`src/rtl/shift_deser_pkg.sv`:
```
// Shared types and constants for the serial-to-parallel deserializer.
package shift_deser_pkg;

  typedef enum logic [0:0] {
    ST_IDLE    = 1'b0,
    ST_COLLECT = 1'b1
  } state_e;

  localparam logic DIR_LSB_FIRST = 1'b0;
  localparam logic DIR_MSB_FIRST = 1'b1;

endpackage

```
`src/rtl/shift_deserializer_if.sv`:
```
// Serial input / parallel word output bundle of the deserializer.
interface shift_deserializer_if #(
  parameter int unsigned WIDTH = 4
);
  logic             sin;
  logic             sin_valid;
  logic             sync;
  logic             dir;
  logic             cont;
  logic             clr_err;
  logic             out_ready;
  logic [WIDTH-1:0] dout;
  logic             out_valid;
  logic             overrun;
  logic             sync_err;
  logic             busy;

  modport master (
    output sin, sin_valid, sync, dir, cont, clr_err, out_ready,
    input  dout, out_valid, overrun, sync_err, busy
  );

  modport slave (
    input  sin, sin_valid, sync, dir, cont, clr_err, out_ready,
    output dout, out_valid, overrun, sync_err, busy
  );
endinterface

```
`src/rtl/sync_fifo.sv`:
```
// Single-clock FIFO; a push is accepted when full if a pop happens on the same edge.
module sync_fifo #(
  parameter int unsigned WIDTH = 4,
  parameter int unsigned DEPTH = 2
) (
  input  logic             clk,
  input  logic             reset,
  input  logic             push_i,
  input  logic [WIDTH-1:0] wdata_i,
  output logic             full_o,
  input  logic             pop_i,
  output logic [WIDTH-1:0] rdata_o,
  output logic             empty_o
);
  localparam int unsigned AW   = $clog2(DEPTH);
  localparam int unsigned CNTW = AW + 1;

  logic [WIDTH-1:0] mem_q [DEPTH];
  logic [AW-1:0]    wr_ptr_q, rd_ptr_q;
  logic [CNTW-1:0]  count_q;
  logic             do_push, do_pop;

  assign empty_o = (count_q == '0);
  assign full_o  = (count_q == CNTW'(DEPTH));
  assign do_pop  = pop_i && !empty_o;
  assign do_push = push_i && (!full_o || do_pop);
  // Gating keeps dout at zero whenever nothing is buffered, including in reset.
  assign rdata_o = empty_o ? '0 : mem_q[rd_ptr_q];

  always_ff @(posedge clk or posedge reset) begin
    if (reset) begin
      wr_ptr_q <= '0;
      rd_ptr_q <= '0;
      count_q  <= '0;
    end else begin
      if (do_push) wr_ptr_q <= wr_ptr_q + AW'(1);
      if (do_pop)  rd_ptr_q <= rd_ptr_q + AW'(1);
      if (do_push && !do_pop)      count_q <= count_q + CNTW'(1);
      else if (do_pop && !do_push) count_q <= count_q - CNTW'(1);
    end
  end

  always_ff @(posedge clk) begin
    if (do_push) mem_q[wr_ptr_q] <= wdata_i;
  end

endmodule

```
`src/rtl/shift_deserializer.sv`:
```
// Assembles serial bits into WIDTH-bit words (LSB- or MSB-first) and buffers them in a FIFO.
module shift_deserializer
  import shift_deser_pkg::*;
#(
  parameter int unsigned WIDTH = 4,
  parameter int unsigned DEPTH = 2
) (
  input logic                 clk,
  input logic                 reset,
  shift_deserializer_if.slave bus
);
  localparam int unsigned CW = $clog2(WIDTH + 1);

  state_e           state_q, state_d;
  logic [WIDTH-1:0] shreg_q, shreg_d;
  logic [CW-1:0]    cnt_q, cnt_d;
  logic             dir_q, dir_d;
  logic             sync_err_q, sync_err_d;
  logic             overrun_q, overrun_d;
  logic             first, eff_dir, push, pop, full, empty;
  logic [WIDTH-1:0] base, shifted;

  always_comb begin
    state_d    = state_q;
    shreg_d    = shreg_q;
    cnt_d      = cnt_q;
    dir_d      = dir_q;
    sync_err_d = 1'b0;
    push       = 1'b0;
    // First bit of a word comes from sync, or from continuous mode after a completed word.
    first   = bus.sin_valid && (bus.sync || (state_q == ST_COLLECT && cnt_q == '0));
    eff_dir = first ? bus.dir : dir_q;
    base    = first ? '0 : shreg_q;
    shifted = (eff_dir == DIR_MSB_FIRST) ? {base[WIDTH-2:0], bus.sin}
                                         : {bus.sin, base[WIDTH-1:1]};
    unique case (state_q)
      ST_IDLE: begin
        if (bus.sin_valid && bus.sync) begin
          shreg_d = shifted;
          dir_d   = bus.dir;
          cnt_d   = CW'(1);
          state_d = ST_COLLECT;
        end
      end
      ST_COLLECT: begin
        if (bus.sin_valid) begin
          shreg_d = shifted;
          dir_d   = eff_dir;
          if (bus.sync) begin
            sync_err_d = (cnt_q != '0);
            cnt_d      = CW'(1);
          end else if (cnt_q == CW'(WIDTH - 1)) begin
            push    = 1'b1;
            cnt_d   = '0;
            state_d = bus.cont ? ST_COLLECT : ST_IDLE;
          end else begin
            cnt_d = cnt_q + CW'(1);
          end
        end
      end
      default: state_d = ST_IDLE;
    endcase
  end

  assign pop       = !empty && bus.out_ready;
  assign overrun_d = (push && full && !pop) ? 1'b1 : (bus.clr_err ? 1'b0 : overrun_q);

  always_ff @(posedge clk or posedge reset) begin
    if (reset) begin
      state_q    <= ST_IDLE;
      shreg_q    <= '0;
      cnt_q      <= '0;
      dir_q      <= DIR_LSB_FIRST;
      sync_err_q <= 1'b0;
      overrun_q  <= 1'b0;
    end else begin
      state_q    <= state_d;
      shreg_q    <= shreg_d;
      cnt_q      <= cnt_d;
      dir_q      <= dir_d;
      sync_err_q <= sync_err_d;
      overrun_q  <= overrun_d;
    end
  end

  sync_fifo #(
    .WIDTH (WIDTH),
    .DEPTH (DEPTH)
  ) u_fifo (
    .clk     (clk),
    .reset   (reset),
    .push_i  (push),
    .wdata_i (shifted),
    .full_o  (full),
    .pop_i   (pop),
    .rdata_o (bus.dout),
    .empty_o (empty)
  );

  assign bus.out_valid = !empty;
  assign bus.overrun   = overrun_q;
  assign bus.sync_err  = sync_err_q;
  assign bus.busy      = (state_q == ST_COLLECT);

endmodule
```
`src/flat_wrapper.sv`:
```
// flat-port wrapper written by rule: the top's interface ports become plain ports
module shift_deserializer_flat import shift_deser_pkg::*;
#(
  parameter int unsigned WIDTH = 4,
  parameter int unsigned DEPTH = 2
)
  (clk, reset, bus_sin, bus_sin_valid, bus_sync, bus_dir, bus_cont, bus_clr_err, bus_out_ready, bus_dout, bus_out_valid, bus_overrun, bus_sync_err, bus_busy);
  shift_deserializer_if #(.WIDTH(WIDTH)) bus_i ();
  input logic clk;
  input logic reset;
  input wire logic [$bits(bus_i.sin)-1:0] bus_sin;
  input wire logic [$bits(bus_i.sin_valid)-1:0] bus_sin_valid;
  input wire logic [$bits(bus_i.sync)-1:0] bus_sync;
  input wire logic [$bits(bus_i.dir)-1:0] bus_dir;
  input wire logic [$bits(bus_i.cont)-1:0] bus_cont;
  input wire logic [$bits(bus_i.clr_err)-1:0] bus_clr_err;
  input wire logic [$bits(bus_i.out_ready)-1:0] bus_out_ready;
  output wire logic [$bits(bus_i.dout)-1:0] bus_dout;
  output wire logic [$bits(bus_i.out_valid)-1:0] bus_out_valid;
  output wire logic [$bits(bus_i.overrun)-1:0] bus_overrun;
  output wire logic [$bits(bus_i.sync_err)-1:0] bus_sync_err;
  output wire logic [$bits(bus_i.busy)-1:0] bus_busy;
  assign bus_i.sin = bus_sin;
  assign bus_i.sin_valid = bus_sin_valid;
  assign bus_i.sync = bus_sync;
  assign bus_i.dir = bus_dir;
  assign bus_i.cont = bus_cont;
  assign bus_i.clr_err = bus_clr_err;
  assign bus_i.out_ready = bus_out_ready;
  assign bus_dout = bus_i.dout;
  assign bus_out_valid = bus_i.out_valid;
  assign bus_overrun = bus_i.overrun;
  assign bus_sync_err = bus_i.sync_err;
  assign bus_busy = bus_i.busy;
  shift_deserializer #(.WIDTH(WIDTH), .DEPTH(DEPTH)) u_core (.clk(clk), .reset(reset), .bus(bus_i));
endmodule
```
`config.mk`:
```
export PLATFORM = sky130hd
export DESIGN_NAME = shift_deserializer_flat
export DESIGN_NICKNAME = d
export VERILOG_FILES = /design/src/rtl/shift_deser_pkg.sv /design/src/rtl/shift_deserializer_if.sv /design/src/rtl/sync_fifo.sv /design/src/rtl/shift_deserializer.sv /design/src/flat_wrapper.sv
export SDC_FILE = /design/constraint.sdc
export NUM_CORES = 1
export LEC_CHECK = 0
export CORE_MARGIN = 2
export CORE_UTILIZATION = 35
export CTS_CLUSTER_SIZE = 28
export DETAILED_ROUTE_END_ITERATION = 10
export PLACE_DENSITY = 0.53
export SYNTH_ARGS = -nofsm -noshare
export SYNTH_HDL_FRONTEND = slang
export SYNTH_SLANG_ARGS = --single-unit
```
`constraint.sdc`:
```
create_clock -name clk -period 2.2 [get_ports clk]
set_clock_uncertainty 0.15 [all_clocks]
set_input_delay 0.44 -clock clk [delete_from_list [all_inputs] [get_ports clk]]
set_output_delay 0.44 -clock clk [all_outputs]
set_load 0.02 [all_outputs]
```
Word level (Yosys, flattened, before mapping):

Memory sizes are Yosys's and may differ from the RTL's.
Cells that the tools add are included.

* add/subtract/negate cells: 5
* equality and inequality tests: 4
* mux-type cells: 34
* bitwise operators: 1
* reduce and logical (&&, ||, !) cells: 23

Operators by type and width (count)
* $mux W4: 5
* $mux W1: 19
* $mux W3: 4
* $logic_and A1 B1 Y1: 10
* $pmux W4 S2: 1
* $pmux W3 S2: 1
* $logic_not A1 Y1: 5
* $mux W2: 2
* $pmux W1 S2: 2
* $reduce_bool A2 Y1: 2
* $add A3 B1 Y3 const B: 1
* $eq A3 B2 Y1 const B: 1
* $logic_not A3 Y1: 1
* $reduce_bool A3 Y1: 1
* $add A1 B1 Y1 const B: 2
* $add A2 B1 Y2 const B: 1
* $eq A2 B2 Y1 const B: 1
* $logic_not A2 Y1: 1
* $logic_or A1 B1 Y1: 2
* $ne A2 B1 Y1 const B: 1
* $ne A2 B2 Y1 const B: 1
* $reduce_and A2 Y1: 1
* $sub A2 B1 Y2 const B: 1
* $not A1 Y1: 1

* register bits after elaboration: 15
* memory bits (writable): 8
* bits of input ports: 9
* word-level logic and storage cells: 77
* memories: 1

Memories
* u_core.u_fifo.mem_q: words 2, bits a word 4, read ports 1, clocked after Yosys merged registers in 0, write ports 1, RTL line sync_fifo.sv:18 `logic [WIDTH-1:0] mem_q [DEPTH];`

Longest topological paths before layout:

* depth after elaboration: 10
* mapped depth: 7

Modules after synthesis:

Synthesis repeated with hierarchy kept, for this count alone.

* cell total of the unflattened synthesis: 110
* area total of the unflattened synthesis: 1226.2 µm²

By module, submodules not included
* shift_deserializer: instances 1, cells each 73, area an instance 705.7 µm², sequential area each 275.3 µm²
* sync_fifo: instances 1, cells each 37, area an instance 520.5 µm², sequential area each 340.3 µm²

Worst setup path after synthesis:

OpenSTA, ideal clock, no wires.

* kind: register to register
* start: register u_core.state_q, in the netlist u_core.bus.busy
* end: register u_core.u_fifo.count_q[1]
* library setup time: 0.128 ns
* arrival: 1.638 ns
* data required time: 1.922 ns
* setup slack: 0.284 ns
* cell stages (with the launch flop): 8
* buffers on the path: 1
* period minus slack after synthesis: 1.916 ns
* path through: dfrtp_1 buf_2 nand2_2 a2111oi_4 ha_1 xor2_1 nor2_1 xor2_1

* word-level cells in the longest chain between the ends: 5
* elaborated cells between the ends (all ways): 7
* classes of those cells: 2 x mux; 5 x reduce/logical

RTL lines
* start, declared: RTL line shift_deserializer.sv:14 `state_e state_q, state_d;`
* start signal, assigned: RTL line shift_deserializer.sv:77 `state_q <= state_d;`
* $mux W1 (*): RTL line shift_deserializer.sv:36 `unique case (state_q)`
* $logic_and A1 B1 Y1 (*): RTL line sync_fifo.sv:26 `assign do_push = push_i && (!full_o || do_pop);`
* $logic_not A1 Y1: RTL line sync_fifo.sv:39 `else if (do_pop && !do_push) count_q <= count_q - CNTW'(1);`
* $logic_and A1 B1 Y1: RTL line sync_fifo.sv:39
* $reduce_bool A2 Y1 (no line)
* end signal, assigned: RTL line sync_fifo.sv:38 `if (do_push && !do_pop) count_q <= count_q + CNTW'(1);`
* end signal, assigned: RTL line sync_fifo.sv:39
* end, declared: RTL line sync_fifo.sv:20 `logic [CNTW-1:0] count_q;`

Mark *: on every way between the ends. The rest lies on a longest branch, timed or not.
A chain may end at the register's enable or synchronous reset.

Final worst setup path:

* start: register u_core.state_q, in the netlist u_core.bus.busy
* end: output bus_busy

RTL lines
* end, declared: RTL line flat_wrapper.sv:22 `output wire logic [$bits(bus_i.busy)-1:0] bus_busy;`

No word-level cell between the ends.

==> results.md <==
- Place WS: -0.100 ns
- Seq/Total Area, Yosys: 54.5%
- Setup crit end kind: primary output
- Count of cell types in the netlist: 32
- Crit path max-delay family: buffers and inverters
- Max cap viols: 0
- Die ar.: 0.00370 sq mm
- Final Max Slew Viols: 0
- Relative slew slack: 60.1%
- Syn Inst Count: 98
- Seq pwr share: 49.4%
- Sw Ratio: 36.3%
- Level count of the clock H-tree: 1
- DRT Pass-1 Iters: 4
- Crit start category: flop
- DRT antenna net count: 0
- CP Class: reg2out
- Core footprint: 0.00305 sq mm
- Initial Util: 37.0%
- Cell row count: 20
- DIE WIDTH: 60.8 microns
- Max Clock Freq: 0.473 GHz
- Fin. Hold Viols: 0
- CP Data Arrival Time: 1.52 ns
- Synth Cell Area: 0.00113 sq mm
- Port Buffers: 16
- Worst setup margin: 0.0872 ns
- P_leak: 0.606 nW
- Vias: 764
- CP peak stage delay: 0.67 ns
- Power Internal: 0.856 mW
- Slowest cell on crit path: clkdlybuf4s50_1
- Antenna violations before repair: 0
- Tcrit/Tclk final: 96.0%
- Dpl hpwl: 1530 microns
- RSZ-0062 raised after global routing: false
- Worst Hold Class: in2async
- Clock root buffer: clkbuf_4
- Vias in the first global route: 755
- Clock buffer depth: 2
- Clock power frac: 14.3%
- Crit path max fanout: 8
- Final nets: 133
- Synth Warn #: 0
- Yosys reg bits: 23
- Chip height: 60.8 microns
- Peak supply drop: 0.392 mV
- CTS tree: yes
- Tmin final: 2.11 ns
- Final Wtd Congestion: 0.781
- Final Setup Violations: 0
- Clock latency on the worst-skew pair: 0.31 ns
- Critical Path RT: 1.61 ns
- Largest net degree at the start of global routing: 16
- DRC Markers: 0
- WL final: 1920 microns
- Power per Cell Area: 955 mW/mm^2
- Total global routing overflow: 0
- CP bufs+invs: 1
- Total Routing Usage GR: 12.5%
- P_sw: 0.488 mW
- Status: completed
- Avg WL per Cell: 11.7 microns
- Area Overhead vs Synth: 24.6%
- IO Pins: 17
- Clock Sink Count: 23
- Worst Tran Pin Value: 0.598 ns
- ANT cells: 0
- Avg Inst Size Synth: 11.5 sq um
- First-pass GRT wire length: 3370 microns
- Worst reg-to-reg setup slack: 0.28 ns
- Layout cells sized above 1: 16.7%
- Setup TNS Final: 0 ns
- Reg clk slew, reported paths: 0.13 ns
- Num CTS Buffers: 3
- Critical path cell sequence: clkdlybuf4s50_1
- Starting DRC count in detailed routing: 27
- Comb pwr share: 36.3%
- Net count after synthesis: 110
- Number of vias per cell: 4.66
==> path summary, 6_finish.rpt <==
path / startpoint / to / cells after the start
max: u_core.bus.busy$_DFF_PP0_ / bus_busy / 1
min: reset / u_core.u_fifo.wr_ptr_q$_DFFE_PP0N_ / 2
max reg2reg: u_core.bus.busy$_DFF_PP0_ / u_core.u_fifo.count_q[1]$_DFFE_PP0P_ / 5
min reg2reg: u_core.u_fifo.wr_ptr_q$_DFFE_PP0N_ / u_core.u_fifo.wr_ptr_q$_DFFE_PP0N_ / 1
max in group asynchronous: reset / u_core.u_fifo.count_q[1]$_DFFE_PP0P_ / 2
min in group clk: u_core.u_fifo.wr_ptr_q$_DFFE_PP0N_ / u_core.u_fifo.wr_ptr_q$_DFFE_PP0N_ / 1
==> cells in the mapped netlist <==
master	number	area, sq um
dfrtp_1	15	375
nor2_1	11	41.3
edfxtp_1	8	240
mux2i_1	8	80.1
inv_1	6	22.5
nand2_1	6	22.5
a21oi_1	4	20.0
ha_1	3	37.5
nand2b_1	3	18.8
xor2_1	3	26.3
a221o_1	2	20.0
a32o_1	2	20.0
and2_1	2	12.5
buf_2	2	10.0
clkbuf_1	2	7.51
o21ai_0	2	10.0
o21bai_1	2	15.0
o31ai_1	2	15.0
xnor2_1	2	17.5
a2111oi_4	1	27.5
a21o_1	1	7.51
a22o_1	1	8.76
a31o_2	1	8.76
buf_4	1	7.51
mux2_2	1	11.3
nand2_2	1	6.26
nand3_1	1	5.00
nand4b_1	1	8.76
nor2_2	1	6.26
nor2b_1	1	6.26
nor3_1	1	5.00
o21ai_2	1	8.76
==> placed cells by master (no fill, tap or decap), types with 2 or more instances in the layout <==
master,n
o21ai_0,2
a32o_1,2
o21bai_1,2
nand2_1,6
a21oi_1,4
nor2_1,10
o31ai_1,2
edfxtp_1,8
dfrtp_1,13
a221o_1,2
clkdlybuf4s50_1,11
clkbuf_4,3
dfrtp_2,2
nand2b_1,3
buf_4,7
mux2i_1,8
inv_1,6
dlygate4sd2_1,4
and2_1,2
ha_1,3
xnor2_1,2
xor2_1,3
==> power by group through the flow <==
| stage | combinational, mW | clock (mW) | sequential [mW] |
|---|---|---|---|
| after detailed placement | 0.517 | 0 | 0.660 |
| after global routing | 0.548 | 0.225 | 0.681 |
| final | 0.488 | 0.193 | 0.663 |
| after floorplan | 0.368 | 0 | 0.613 |
| after global placement | 0.509 | 0 | 0.655 |
| after CTS | 0.498 | 0.204 | 0.661 |
==> kinds of logic (layout without fill, tap and decap cells) <==
family,Yosys count,in the layout,share of synthesized area [%]
buffers and inverters,11,33,4.21
muxes,9,9,8.08
and+or+nand+nor,28,28,11.7
DFF,23,23,54.5
AOI/OAI and AO/OA,19,19,14.3
adders and majority gates,3,3,3.32
xor gates and xnor gates,5,5,3.88
==> repair_timing <==
item | in CTS | in global routing
setup buffers | 0 | 0
endpoints found under the setup margin | 5 | 1
resized for setup | 6 | 3
hold buffers | 0 | 0
==> metrics by stage <==
step | instance area [sq um] | total power [mW] | hold slack [ns] | utilization (%) | cells
5_1_grt | 1410 | 1.45 | 0.360 | 46.1 | 164
3_5_place_dp | 1370 | 1.18 | 0.342 | 45.0 | 160
4_1_cts | 1400 | 1.36 | 0.358 | 45.9 | 164
3_3_place_gp | 1370 | 1.16 | 0.321 | 45.0 | 160
2_1_floorplan | 1130 | 0.981 | 0.191 | - | 98
6_report | 1410 | 1.34 | 0.324 | 46.1 | 164
==> state kept, by name, summed over array words and instances, names as in the netlist <==
| register | flops |
|---|---|
| u_core.bus.busy | 1 |
| u_core.bus.overrun | 1 |
| u_core.bus.sync_err | 1 |
| u_core.cnt_q | 3 |
| u_core.dir_q | 1 |
| u_core.shreg_q | 4 |
| u_core.u_fifo.count_q | 2 |
| u_core.u_fifo.mem_q | 8 |
| u_core.u_fifo.rd_ptr_q | 1 |
| u_core.u_fifo.wr_ptr_q | 1 |
==> layer usage <==
layer | track usage, % | part of all wire (%)
met2 | 20.0 | 49
met5 | 0 | 0
met1 | 15.9 | 47
met4 | 3.73 | 0.88
met3 | 4.48 | 3.9
==> worst reg2reg max path: cells and delay by family (launching register included) <==
family	cells	cell delay, ns
flops	1	0.54
compound gates	1	0.42
xor+xnor	1	0.14
fa+ha+maj	1	0.33
simple gates	2	0.26
==> cell type report <==
class	count	area (sq um)
Fill cell	312	1650
Sequential cell	23	618
Multi-Input combinational cell	64	474
Timing Repair Buffer	23	210
Tap cell	44	55.1
Clock buffer	3	22.5
Inverter	6	22.5
Clock inverter	1	5.00
No activity file was read; power rests on OpenSTA's default activity.
